==> src/rtl/stage5_lane_dispatch.sv <==
// Stage-5 lane dispatcher: accepts one message per cycle and hands it round-robin to one of
// three extraction lanes, holding each lane stable until the downstream consumer acknowledges it.
module stage5_lane_dispatch #(
    parameter int                MSG_W    = 32,
    parameter int                CTRL_W   = 4,
    parameter logic [CTRL_W-1:0] MUX_IDLE = {CTRL_W{1'b0}},
    parameter int                HOLD_CYC = 2
) (
    input  logic              clk,
    input  logic              rst_n,
    input  logic              in_valid_i,
    output logic              in_ready_o,
    input  logic [MSG_W-1:0]  in_message_i,
    input  logic [CTRL_W-1:0] in_type_i,
    output logic              message_en_o,
    output logic [MSG_W-1:0]  message_1_o,
    output logic [MSG_W-1:0]  message_2_o,
    output logic [MSG_W-1:0]  message_3_o,
    output logic [CTRL_W-1:0] message_mux_control_m1_o,
    output logic [CTRL_W-1:0] message_mux_control_m2_o,
    output logic [CTRL_W-1:0] message_mux_control_m3_o,
    output logic [2:0]        lane_valid_o,
    input  logic [2:0]        lane_ack_i,
    output logic [15:0]       dispatch_cnt_o
);

    typedef enum logic [1:0] {
        ST_EMPTY = 2'd0,
        ST_BUSY  = 2'd1,
        ST_VALID = 2'd2
    } lane_st_e;

    // The settle counter holds "cycles left after this one", so BUSY lasts exactly HOLD_CYC cycles.
    localparam logic [3:0] HOLD_LD = (HOLD_CYC == 0) ? 4'd0 : 4'(HOLD_CYC - 1);

    lane_st_e          state_q [3];
    logic [3:0]        hold_q  [3];
    logic [MSG_W-1:0]  msg_q   [3];
    logic [CTRL_W-1:0] ctrl_q  [3];
    logic [1:0]        rr_q;
    logic [1:0]        rr_d;
    logic              rdy_q;
    logic              en_q;
    logic [15:0]       cnt_q;
    logic [2:0]        empty_s;
    logic [2:0]        gnt_s;
    logic [2:0]        occ_d;
    logic              acc_s;

    // One-hot grant of the first empty lane at or after pointer p, wrapping 2 -> 0.
    function automatic logic [2:0] pick(input logic [2:0] e, input logic [1:0] p);
        logic [2:0] r;
        logic [2:0] g;
        logic [2:0] o;
        case (p)
            2'd1:    r = {e[0], e[2:1]};
            2'd2:    r = {e[1:0], e[2]};
            default: r = e;
        endcase
        if (r[0]) begin
            g = 3'b001;
        end else if (r[1]) begin
            g = 3'b010;
        end else if (r[2]) begin
            g = 3'b100;
        end else begin
            g = 3'b000;
        end
        case (p)
            2'd1:    o = {g[1:0], g[2]};
            2'd2:    o = {g[0], g[2:1]};
            default: o = g;
        endcase
        return o;
    endfunction

    // Grant selection and next-cycle lane occupancy, all from registered lane state.
    always_comb begin
        empty_s = 3'b000;
        occ_d   = 3'b000;
        for (int k = 0; k < 3; k++) begin
            empty_s[k] = (state_q[k] == ST_EMPTY);
        end
        acc_s = in_valid_i & rdy_q & (|empty_s);
        gnt_s = acc_s ? pick(empty_s, rr_q) : 3'b000;
        case (gnt_s)
            3'b001:  rr_d = 2'd1;
            3'b010:  rr_d = 2'd2;
            3'b100:  rr_d = 2'd0;
            default: rr_d = rr_q;
        endcase
        for (int k = 0; k < 3; k++) begin
            occ_d[k] = gnt_s[k] | (~empty_s[k] & ~((state_q[k] == ST_VALID) & lane_ack_i[k]));
        end
    end

    // Per-lane EMPTY/BUSY/VALID sequencing, payload capture, pointer and dispatch counter.
    always_ff @(posedge clk or negedge rst_n) begin
        if (!rst_n) begin
            for (int k = 0; k < 3; k++) begin
                state_q[k] <= ST_EMPTY;
                hold_q[k]  <= 4'd0;
                msg_q[k]   <= {MSG_W{1'b0}};
                ctrl_q[k]  <= MUX_IDLE;
            end
            rr_q  <= 2'd0;
            rdy_q <= 1'b0;
            en_q  <= 1'b0;
            cnt_q <= 16'd0;
        end else begin
            rdy_q <= 1'b1;
            en_q  <= |occ_d;
            rr_q  <= rr_d;
            if (|gnt_s) begin
                cnt_q <= cnt_q + 16'd1;
            end
            for (int k = 0; k < 3; k++) begin
                case (state_q[k])
                    ST_EMPTY: begin
                        if (gnt_s[k]) begin
                            msg_q[k]  <= in_message_i;
                            ctrl_q[k] <= in_type_i;
                            hold_q[k] <= HOLD_LD;
                            state_q[k] <= (HOLD_CYC == 0) ? ST_VALID : ST_BUSY;
                        end
                    end
                    ST_BUSY: begin
                        if (hold_q[k] == 4'd0) begin
                            state_q[k] <= ST_VALID;
                        end else begin
                            hold_q[k] <= hold_q[k] - 4'd1;
                        end
                    end
                    ST_VALID: begin
                        if (lane_ack_i[k]) begin
                            state_q[k] <= ST_EMPTY;
                            msg_q[k]   <= {MSG_W{1'b0}};
                            ctrl_q[k]  <= MUX_IDLE;
                        end
                    end
                    default: begin
                        state_q[k] <= ST_EMPTY;
                        msg_q[k]   <= {MSG_W{1'b0}};
                        ctrl_q[k]  <= MUX_IDLE;
                    end
                endcase
            end
        end
    end

    assign in_ready_o               = rdy_q & (|empty_s);
    assign message_en_o             = en_q;
    assign message_1_o              = msg_q[0];
    assign message_2_o              = msg_q[1];
    assign message_3_o              = msg_q[2];
    assign message_mux_control_m1_o = ctrl_q[0];
    assign message_mux_control_m2_o = ctrl_q[1];
    assign message_mux_control_m3_o = ctrl_q[2];
    assign lane_valid_o[0]          = (state_q[0] == ST_VALID);
    assign lane_valid_o[1]          = (state_q[1] == ST_VALID);
    assign lane_valid_o[2]          = (state_q[2] == ST_VALID);
    assign dispatch_cnt_o           = cnt_q;

endmodule

==> config.mk <==
export PLATFORM = sky130hd
export DESIGN_NAME = stage5_lane_dispatch
export DESIGN_NICKNAME = d
export VERILOG_FILES = /design/src/rtl/stage5_lane_dispatch.sv
export SDC_FILE = /design/constraint.sdc
export NUM_CORES = 1
export LEC_CHECK = 0
export CORE_UTILIZATION = 30
export CTS_BUF_LIST = sky130_fd_sc_hd__clkbuf_4 sky130_fd_sc_hd__clkbuf_8
export CTS_CLUSTER_DIAMETER = 60
export DETAILED_ROUTE_END_ITERATION = 10
export GPL_TIMING_DRIVEN = 0
export PLACE_DENSITY_LB_ADDON = 0.3
export SYNTH_ARGS = -nofsm -noshare
export SYNTH_HDL_FRONTEND = slang
export SYNTH_SLANG_ARGS = --single-unit
==> constraint.sdc <==
create_clock -name clk -period 2 [get_ports clk]
set_input_delay 0.2 -clock clk [delete_from_list [all_inputs] [get_ports clk]]
set_output_delay 0.2 -clock clk [all_outputs]
set_load 0.05 [all_outputs]
==> results by stage, run 1 <==
Power and ir drop:
- Internal power comes to 9900 uW.
- The combinational share of power is 57.6%.
- The switching fraction of total power is 46.1%.
- The worst-case IR drop observed on VDD is 894 uV.
- Per report_power, the clock group accounts for 16.0% of the total.
- Sequential cells account for 26.5% of the total power.
- The power density over cell area is 1790 mW/mm^2.
- Summed over all cells, the static leakage comes to 0.00484 uW.
- The switching power is 8470 uW.

Setup path:
- For the worst setup path, the data arrival time is 2440 ps.
- In this run the worst path has a maximum fanout of 5.
- The worst setup path is captured at a flop.
- The worst setup path is of the reg -> reg kind.
- The critical path starts at rr_q[1].
- Data on the critical path is required at its endpoint by 2340 ps.
- In this run the critical register-to-register path is launched from rr_q[1].
- STA classifies the critical path startpoint as a flop.

Global route:
- In the global route stage, overall resource usage came out at 19.2%.
- The wire length of the first global-routing pass is 32.2 mm.
- Global routing finished with a remaining overflow of 0.
- The initial antenna violation count is 0.
- The largest net degree at the start of global routing is 91.
- The via count of the first global-routing pass was 5,646.

Run:
- Max-cap violations in this run came to 0.

Floorplan:
- The floorplan step set the die height to 149 um.
- The effective utilization at floorplan is 30.7%.
- 171 I/O pins were placed.
- The floorplan die area is 0.0222 mm^2.
- In this run the standard cell core region covers 0.0212 mm^2.
- The row count is 53.
- The die is 149 um wide.

Layout:
- The number of standard cells in the layout, taps in and fillers out is 1,160.
- The number of inserted diodes is 0.
- After routing the design area is 0.0103 mm^2.
- The net count of the finished layout is 921.
- The fraction of final layout cells with drive strength greater than 1 is 26.2%.
- The area overhead of the layout relative to synthesis is 58.0%.

Placed design:
- The estimated wirelength of the detail-placed design is 13.6 mm.
- At the placement stage, the worst setup path has a slack of -494 ps.
- The number of I/O port buffers is 170.
- The post-placement cell count is 1,096.
- The global placement routability congestion is 0.787.
- Summing all placed instances gives a cell area of 0.00862 mm^2.

Clocking:
- CTS saw 146 sinks.
- The total number of H-tree levels is 4.
- The latest clock arrival within the worst-skew pair is 450 ps.
- Buffers inserted during clock tree synthesis total 17.
- TritonCTS built the clock tree.
- The cell chosen for the clock root is sky130_fd_sc_hd__clkbuf_8.
- After clock tree synthesis, the clock-pin slew on the worst setup and hold paths is 80 ps.
- The clock passes through at most 2 buffers.

STA:
- The slew at the pin closest to its max-slew limit is 649 ps.
- The smallest clock period supported by the final layout is computed as 2100 ps.
- Setup repair after global routing could not meet its margin everywhere.
- Hold timing on the final database bottoms out at a slack of 282 ps.
- In the final timing run, aggregate negative setup slack is -2960 ps.
- The max-slew violation count is 0.
- The worst pin sits at a relative slew slack of 56.7%.
- The total count of hold-check failures in the final report came to 0.
- Setup violations remaining at the end of the flow were counted as 67.
- Clock skew on the completed layout was measured at 10.5 ps.
- The final clock period utilization by the worst path is 105%.
- The worst setup slack after layout is -102 ps.
- For this run, the top clock speed supported by timing is 0.476 GHz.

Route:
- For this run, the detailed router's first-pass iteration total came to 5.
- The via count normalized by instance count is 5.00.
- For this block, the initial DRC count from the detailed router was 280.
- The count of nets left with antenna violations after detail routing is 0.
- The detailed router placed 5,805 vias in this run.
- Wires add up to 21.2 mm.
- For this run, design rule violations remaining after detail routing come to 0.
- The wire length per cell after detailed routing is 18.3 um.

Yosys:
- Counting every instance in the synthesized netlist gives 650.
- The post-synthesis area per instance is 9.99 um^2.
- Synthesis produced a netlist with a net count of 699.
- The netlist uses 51 different library cells.
- Counting instances in the post-synthesis netlist gives the leading cell types as 159 x sky130_fd_sc_hd__nand2_1, 146 x sky130_fd_sc_hd__dfrtp_1, 85 x sky130_fd_sc_hd__nand3_1, 39 x sky130_fd_sc_hd__nor3b_1, 36 x sky130_fd_sc_hd__a221o_1.
- The count of flip-flops with a built-in enable after synthesis is 0.
- The most used flip-flop cell after synthesis is sky130_fd_sc_hd__dfrtp_1.
- The area fraction of the dominant cell type after synthesis is 56.3%.
- The post-synthesis instance area is 0.00649 mm^2.
- Of all cell types, the one taking the most synthesized area is sky130_fd_sc_hd__dfrtp_1.
- For this run, the number of Yosys warnings is 0.
- Of all flip-flops after synthesis, the portion carrying an async set or reset was 100%.
- The library cell with the highest instance count after synthesis is sky130_fd_sc_hd__nand2_1.
- By area the synthesized netlist is led by sky130_fd_sc_hd__dfrtp_1 56%, sky130_fd_sc_hd__nand2_1 9.2%, sky130_fd_sc_hd__nand3_1 6.5%, sky130_fd_sc_hd__a221o_1 5.5%, sky130_fd_sc_hd__nor3b_1 4.5%.
- The total of flip-flops plus latches after synthesis is 146.
- The sequential fraction of the synthesis area is 56.3%.

Run status:
- The run finished, with violations left.
- The final reports fail on negative setup slack.

Worst hold path:
- The classification of the worst-slack hold path is in -> async.
final cells by class:
class | instances | area, um^2
buffer | 40 | 373
sequential | 146 | 3650
tap | 275 | 344
clock inverter | 9 | 198
fill | 1937 | 10900
clock buffer | 23 | 310
inverter | 12 | 45.0
timing repair buffer | 205 | 2110
multi-input combinational | 450 | 3230
routing by layer:
| metal | track usage, % | wire length, um | vias up |
|---|---|---|---|
| met5 | 0 | 0 | - |
| met2 | 29.9 | 9920 | 180 |
| li1 | - | - | 2723 |
| met3 | 5.44 | 1430 | 24 |
| met1 | 25.8 | 9550 | 2878 |
| met4 | 5.92 | 344 | 0 |
power groups by stage:
stage                     Clock (uW)  Sequential (uW)  Combinational, uW
final                           2930             4860              10600
after global routing            3130             5020              11200
after CTS                       3000             4810               9700
after detailed placement           0             4840               9070
after global placement             0             4830               8990
after floorplan                    0             7800               3080
cell families (layout without fill, tap and decap cells):
logic type               count (synthesis)  in the layout  synth area share (%)
other                                    1              1                0.0577
XOR/XNOR                                19             19                  2.56
multiplexers                             3              3                 0.501
flip-flops                             146            146                  56.3
adder cells (fa/ha/maj)                  7              7                  1.35
buffers and inverters                   54            289                  3.60
AND/OR/NAND/NOR                        344            344                  25.6
AO/OA/AOI/OAI                           76             76                  10.1
placed cells by master (no fill, tap or decap), types with 6 or more instances in the layout:
| cell type | synthesis | layout |
|---|---|---|
| sky130_fd_sc_hd__buf_12 | 0 | 6 |
| sky130_fd_sc_hd__nand3_2 | 0 | 23 |
| sky130_fd_sc_hd__clkbuf_2 | 0 | 12 |
| sky130_fd_sc_hd__dfrtp_1 | 146 | 146 |
| sky130_fd_sc_hd__xor2_1 | 8 | 8 |
| sky130_fd_sc_hd__inv_1 | 12 | 9 |
| sky130_fd_sc_hd__nand4_1 | 6 | 6 |
| sky130_fd_sc_hd__clkdlybuf4s50_1 | 0 | 157 |
| sky130_fd_sc_hd__buf_4 | 1 | 22 |
| sky130_fd_sc_hd__nor3b_2 | 0 | 31 |
| sky130_fd_sc_hd__nand3_1 | 85 | 62 |
| sky130_fd_sc_hd__nor2_1 | 21 | 17 |
| sky130_fd_sc_hd__nand2_2 | 0 | 23 |
| sky130_fd_sc_hd__clkbuf_8 | 0 | 24 |
| sky130_fd_sc_hd__buf_6 | 2 | 21 |
| sky130_fd_sc_hd__nand2_1 | 159 | 131 |
| sky130_fd_sc_hd__xnor2_1 | 11 | 10 |
| sky130_fd_sc_hd__nor3b_1 | 39 | 7 |
| sky130_fd_sc_hd__a221o_1 | 36 | 36 |
| sky130_fd_sc_hd__bufinv_16 | 0 | 6 |
sequential cells by signal (all words and copies together), names as in the netlist:
signal,flops
message_mux_control_m1_o,4
message_2_o,32
hold_q,12
message_3_o,32
message_mux_control_m2_o,4
message_1_o,32
rr_q,2
message_en_o,1
rdy_q,1
message_mux_control_m3_o,4
dispatch_cnt_o,16
state_q,6
timing repair:
item                                    4_1_cts  5_1_grt
pin swaps                                    10       46
cloned                                        4        2
endpoints found under the hold margin        56        0
setup buffers                                20       10
gates resized for setup                      76      176
endpoints found under the setup margin      130      130
hold buffers                                  1        0
worst paths after layout:
kind	endpoint	slack (ps)	cells after the start
max	dispatch_cnt_o[13]	-100	7
min	dispatch_cnt_o[0]	280	2
max reg2reg	dispatch_cnt_o[13]	-100	7
min reg2reg	dispatch_cnt_o[15]	470	1
max in group asynchronous	message_3_o[24]	820	3
min in group clk	message_2_o[27]	360	3
critical path, stage by stage (launching register included):
cell                       delay [ps]
sky130_fd_sc_hd__dfrtp_1          410
sky130_fd_sc_hd__buf_6            130
sky130_fd_sc_hd__ha_4             330
sky130_fd_sc_hd__nor3_4            60
sky130_fd_sc_hd__a211oi_4         290
sky130_fd_sc_hd__nand4_4          190
sky130_fd_sc_hd__or3_4            420
sky130_fd_sc_hd__xnor2_2          140
stage by stage:
| step | util, % | power, uW |
|---|---|---|
| 4_1_cts | 45.3 | 17500 |
| 5_1_grt | 48.5 | 19400 |
| 6_report | 48.5 | 18400 |
| 3_5_place_dp | 40.8 | 13900 |
| 2_1_floorplan | - | 10900 |
| 3_3_place_gp | 40.6 | 13800 |
No activity file was read; power rests on OpenSTA's default activity.
==> inputs of run 2 (changes only) <==
--- a/config.mk
+++ b/config.mk
@@ -9,6 +9,7 @@
 export CTS_BUF_LIST = sky130_fd_sc_hd__clkbuf_4 sky130_fd_sc_hd__clkbuf_8
 export CTS_CLUSTER_DIAMETER = 60
 export DETAILED_ROUTE_END_ITERATION = 10
+export GPL_ROUTABILITY_DRIVEN = 1
 export GPL_TIMING_DRIVEN = 0
 export PLACE_DENSITY_LB_ADDON = 0.3
 export SYNTH_ARGS = -nofsm -noshare
==> constraint.sdc (replaced) <==
create_clock -name clk -period 2.5 [get_ports clk]
set_input_delay 0.25 -clock clk [delete_from_list [all_inputs] [get_ports clk]]
set_output_delay 0.25 -clock clk [all_outputs]
set_load 0.05 [all_outputs]
==> run 2 against run 1 <==
  * The run now ends clean
  * Hold slack better by 80 ps
  * Utilization down 5.5 points
  * Clock power down 29%
  * Die area unchanged
  * Sequential cell count unchanged
  * Final cell count down 2.5%
  * Non-clock buffer count down 29
  * Clock-buffer cell count down 3
  * Worst setup slack better by 210 ps
  * Via count down 3.2%
  * Critical endpoint is now message_mux_control_m1_o[3]
==> results by stage, run 2 (same netlist as run 1, synthesis figures left out) <==
Power and ir drop:
- The share of power burned in the clock network came to 15.8% (-0.2 points).
- The switching fraction of total power was 47.8% (+1.7 points).
- The power density over cell area is 1450 mW/mm^2 (-19%).
- The cell internal power dissipation is 6900 uW (-30%).
- The combinational share of power is 55.2% (-2.4 points).
- The switching power came to 6310 uW (-25%).
- The reported leakage power is 0.00416 uW (-14%).
- The largest voltage drop on the vdd net came to 739 uV (-17%).
- The relative contribution of sequential cells to total power came to 28.9% (+2.4 points).

Worst hold path:
- The classification of the worst-slack hold path is in -> async.

STA:
- The max-slew violation count is 0 (unchanged).
- The final sum of negative setup slack is 0 ps (+2960 ps).
- The count of endpoints failing setup in the final report is 0 (-100%).
- The worst setup slack after layout is 110 ps (+212 ps).
- The remaining max-slew budget at the tightest pin is 32.4% (-24 points).
- The final setup skew is 11.0 ps (+0.478 ps).
- The final-layout worst hold slack came to 362 ps (+79.7 ps).
- The slew at the pin closest to its max-slew limit is 1010 ps (+358 ps).
- The maximum operating frequency is 0.418 GHz (-12%).
- The total count of hold-check failures in the final report came to 0 (unchanged).
- The final clock period utilization by the worst path was 95.6% (-9.5 points).
- Setup repair after global routing could not meet its margin everywhere.
- The post-layout minimum cycle time is 2390 ps (+288 ps).

Floorplan:
- The number of I/O pins is 171 (unchanged).
- The die span in x is 149 um (unchanged).
- The floorplan die area is 0.0222 mm^2 (unchanged).
- The area of the core came to 0.0212 mm^2 (unchanged).
- The effective utilization at floorplan is 30.7% (unchanged).
- The row count came to 53 (unchanged).
- The die height is 149 um (unchanged).

Route:
- The length of the first detailed-routing pass in iterations was 5 (unchanged).
- The DRC marker count from the first detailed-route iteration was 304 (+8.6%).
- The count of nets left with antenna violations after detail routing is 0 (unchanged).
- The final wirelength is 19.8 mm (-7.0%).
- The via count normalized by instance count is 4.97 (-0.69%).
- The number of remaining DRC errors is 0 (unchanged).
- The wire length per cell after detailed routing is 17.5 um (-4.6%).
- The number of vias after detailed routing is 5,621 (-3.2%).

Global route:
- The via count of the first global-routing pass is 5,399 (-4.4%).
- The largest net degree at the start of global routing is 87 (-4.4%).
- The initial antenna violation count was 0 (unchanged).
- The total track usage came to 18.3% (-0.94 points).
- The wire length of the first global-routing pass is 31.0 mm (-3.6%).
- The total overflow reported by the global router is 0 (unchanged).

Setup path:
- The maximum net fanout on the critical path is 10 (+5).
- The critical path data arrival time is 2720 ps (+280 ps).
- The endpoint required time on the critical path is 2830 ps (+490 ps).
- The path type of the worst setup path is reg -> reg.
- The type of element capturing the critical path is a flop.
- The worst setup path is launched from a flop.

Layout:
- The fraction of final layout cells with drive strength greater than 1 was 8.88% (-17 points).
- The number of standard cells in the layout, taps in and fillers out was 1,131 (-2.5%).
- The cell area after layout is 0.00909 mm^2 (-11%).
- The leading cell type in the layout, fill and taps excluded is sky130_fd_sc_hd__clkdlybuf4s50_1.
- The top cell types in the final layout, fill and taps aside, are 168 x sky130_fd_sc_hd__clkdlybuf4s50_1, 159 x sky130_fd_sc_hd__nand2_1, 146 x sky130_fd_sc_hd__dfrtp_1.
- The number of inserted filler cells in the final layout is 2,088 (+7.8%).
- The number of nets in the final layout was 892 (-3.1%).
- From synthesis to final layout, the design area changed by 40.0%.
- The number of inserted diodes is 0 (unchanged).

Placed design:
- The number of I/O port buffers is 170 (unchanged).
- The global placement routability congestion came to 0.798 (+1.5%).
- The instance area at placement is 0.00857 mm^2 (-0.58%).
- The estimated wirelength of the detail-placed design came to 13.8 mm (+1.5%).
- The post-placement worst setup slack was -118 ps (+375 ps).
- The post-placement cell count is 1,096 (unchanged).

Clocking:
- The clock input transition at the sequential cells of the worst setup and hold paths is 80 ps (about the same).
- The buffer depth of the longest clock path was 2 (unchanged).
- The TritonCTS sink count came to 146 (unchanged).
- The total number of H-tree levels came to 4 (unchanged).
- The CTS buffer count is 17 (unchanged).
- The cell chosen for the clock root is sky130_fd_sc_hd__clkbuf_8.
- The latest clock arrival within the worst-skew pair is 440 ps (about the same).
- TritonCTS built the clock tree.

Run status:
- The flow ran to the end, and the final reports show no timing, DRC or antenna violations.

Run:
- The number of max-cap violations is 0 (unchanged).
[run 2: changes by cell type in the layout (fill, tap and decap cells not counted), sizes merged]
cell	before	now
clkdlybuf4s50	157	168
clkinv	2	4
clkbuf	45	49
buf	56	18
bufinv	6	4
dlymetal6s2s	5	0
clkinvlp	1	4
dlygate4sd2	4	0
[run 2: repair_timing]
action                                 in CTS  in global routing
resized for setup                           5                 20
pin swaps                                   1                  0
endpoints found under the hold margin      60                  0
setup endpoints to repair                  22                 87
hold buffers                                1                  0
buffers inserted                            2                  0
gates cloned                                0                  0
[run 2: area by class of cell]
class                           instances  area [um^2]  share of cell area [%]
Buffer                                 42          204                    2.24
Sequential cell                       146         3650                    40.2
Clock buffer                           20          269                    2.96
Tap cell                              275          344                    3.79
Inverter                               12         45.0                   0.496
Multi-Input combinational cell        450         2640                    29.1
Clock inverter                         12          181                    2.00
Timing Repair Buffer                  174         1750                    19.3
[run 2: per-layer routing]
layer / GRT usage, % / up-vias / wire, um / share of wire [%]
li1: - / 2663 / - / -
met1: 24.9 / 2768 / 9040 / 46
met2: 28.2 / 169 / 9120 / 46
met3: 5.26 / 21 / 1340 / 6.8
met4: 5.10 / 0 / 256 / 1.3
met5: 0 / - / 0 / 0
[run 2: path summary, 6_finish.rpt]
path / from / to / slack [ps] / cells past startpoint
setup reg to reg: rr_q[1] / message_mux_control_m1_o[3] / 110 / 8
min in group clk: in_message_i[23] / message_3_o[23] / 400 / 3
max in group asynchronous: rst_n / message_1_o[18] / 1300 / 3
hold reg to reg: dispatch_cnt_o[15] / dispatch_cnt_o[15] / 470 / 1
setup / recovery: rr_q[1] / message_mux_control_m1_o[3] / 110 / 8
hold / removal: rst_n / rr_q[0] / 360 / 2
[run 2: critical path, cell delays in order, from the launching register on]
cell and delay, ps:
sky130_fd_sc_hd__dfrtp_1 400, sky130_fd_sc_hd__inv_1 80, sky130_fd_sc_hd__ha_2 210, sky130_fd_sc_hd__or3b_2 470, sky130_fd_sc_hd__a31oi_2 230, sky130_fd_sc_hd__nor3_2 90
sky130_fd_sc_hd__buf_2 220, sky130_fd_sc_hd__clkbuf_4 240, sky130_fd_sc_hd__a221o_1 320
[run 2: power groups by stage]
| stage | logic [uW] | clock network [uW] | registers, uW |
|---|---|---|---|
| after detailed placement | 7250 | 0 | 3840 |
| after global routing | 7790 | 2260 | 3950 |
| after global placement | 7150 | 0 | 3850 |
| final | 7300 | 2090 | 3830 |
| after floorplan | 2410 | 0 | 6240 |
| after CTS | 7290 | 2140 | 3820 |
[run 2: metrics by stage]
stage          util [%]  power (uW)
5_1_grt            43.0       14000
3_3_place_gp       40.4       11000
3_5_place_dp       40.5       11100
2_1_floorplan         -        8650
4_1_cts            42.8       13300
6_report           43.0       13200
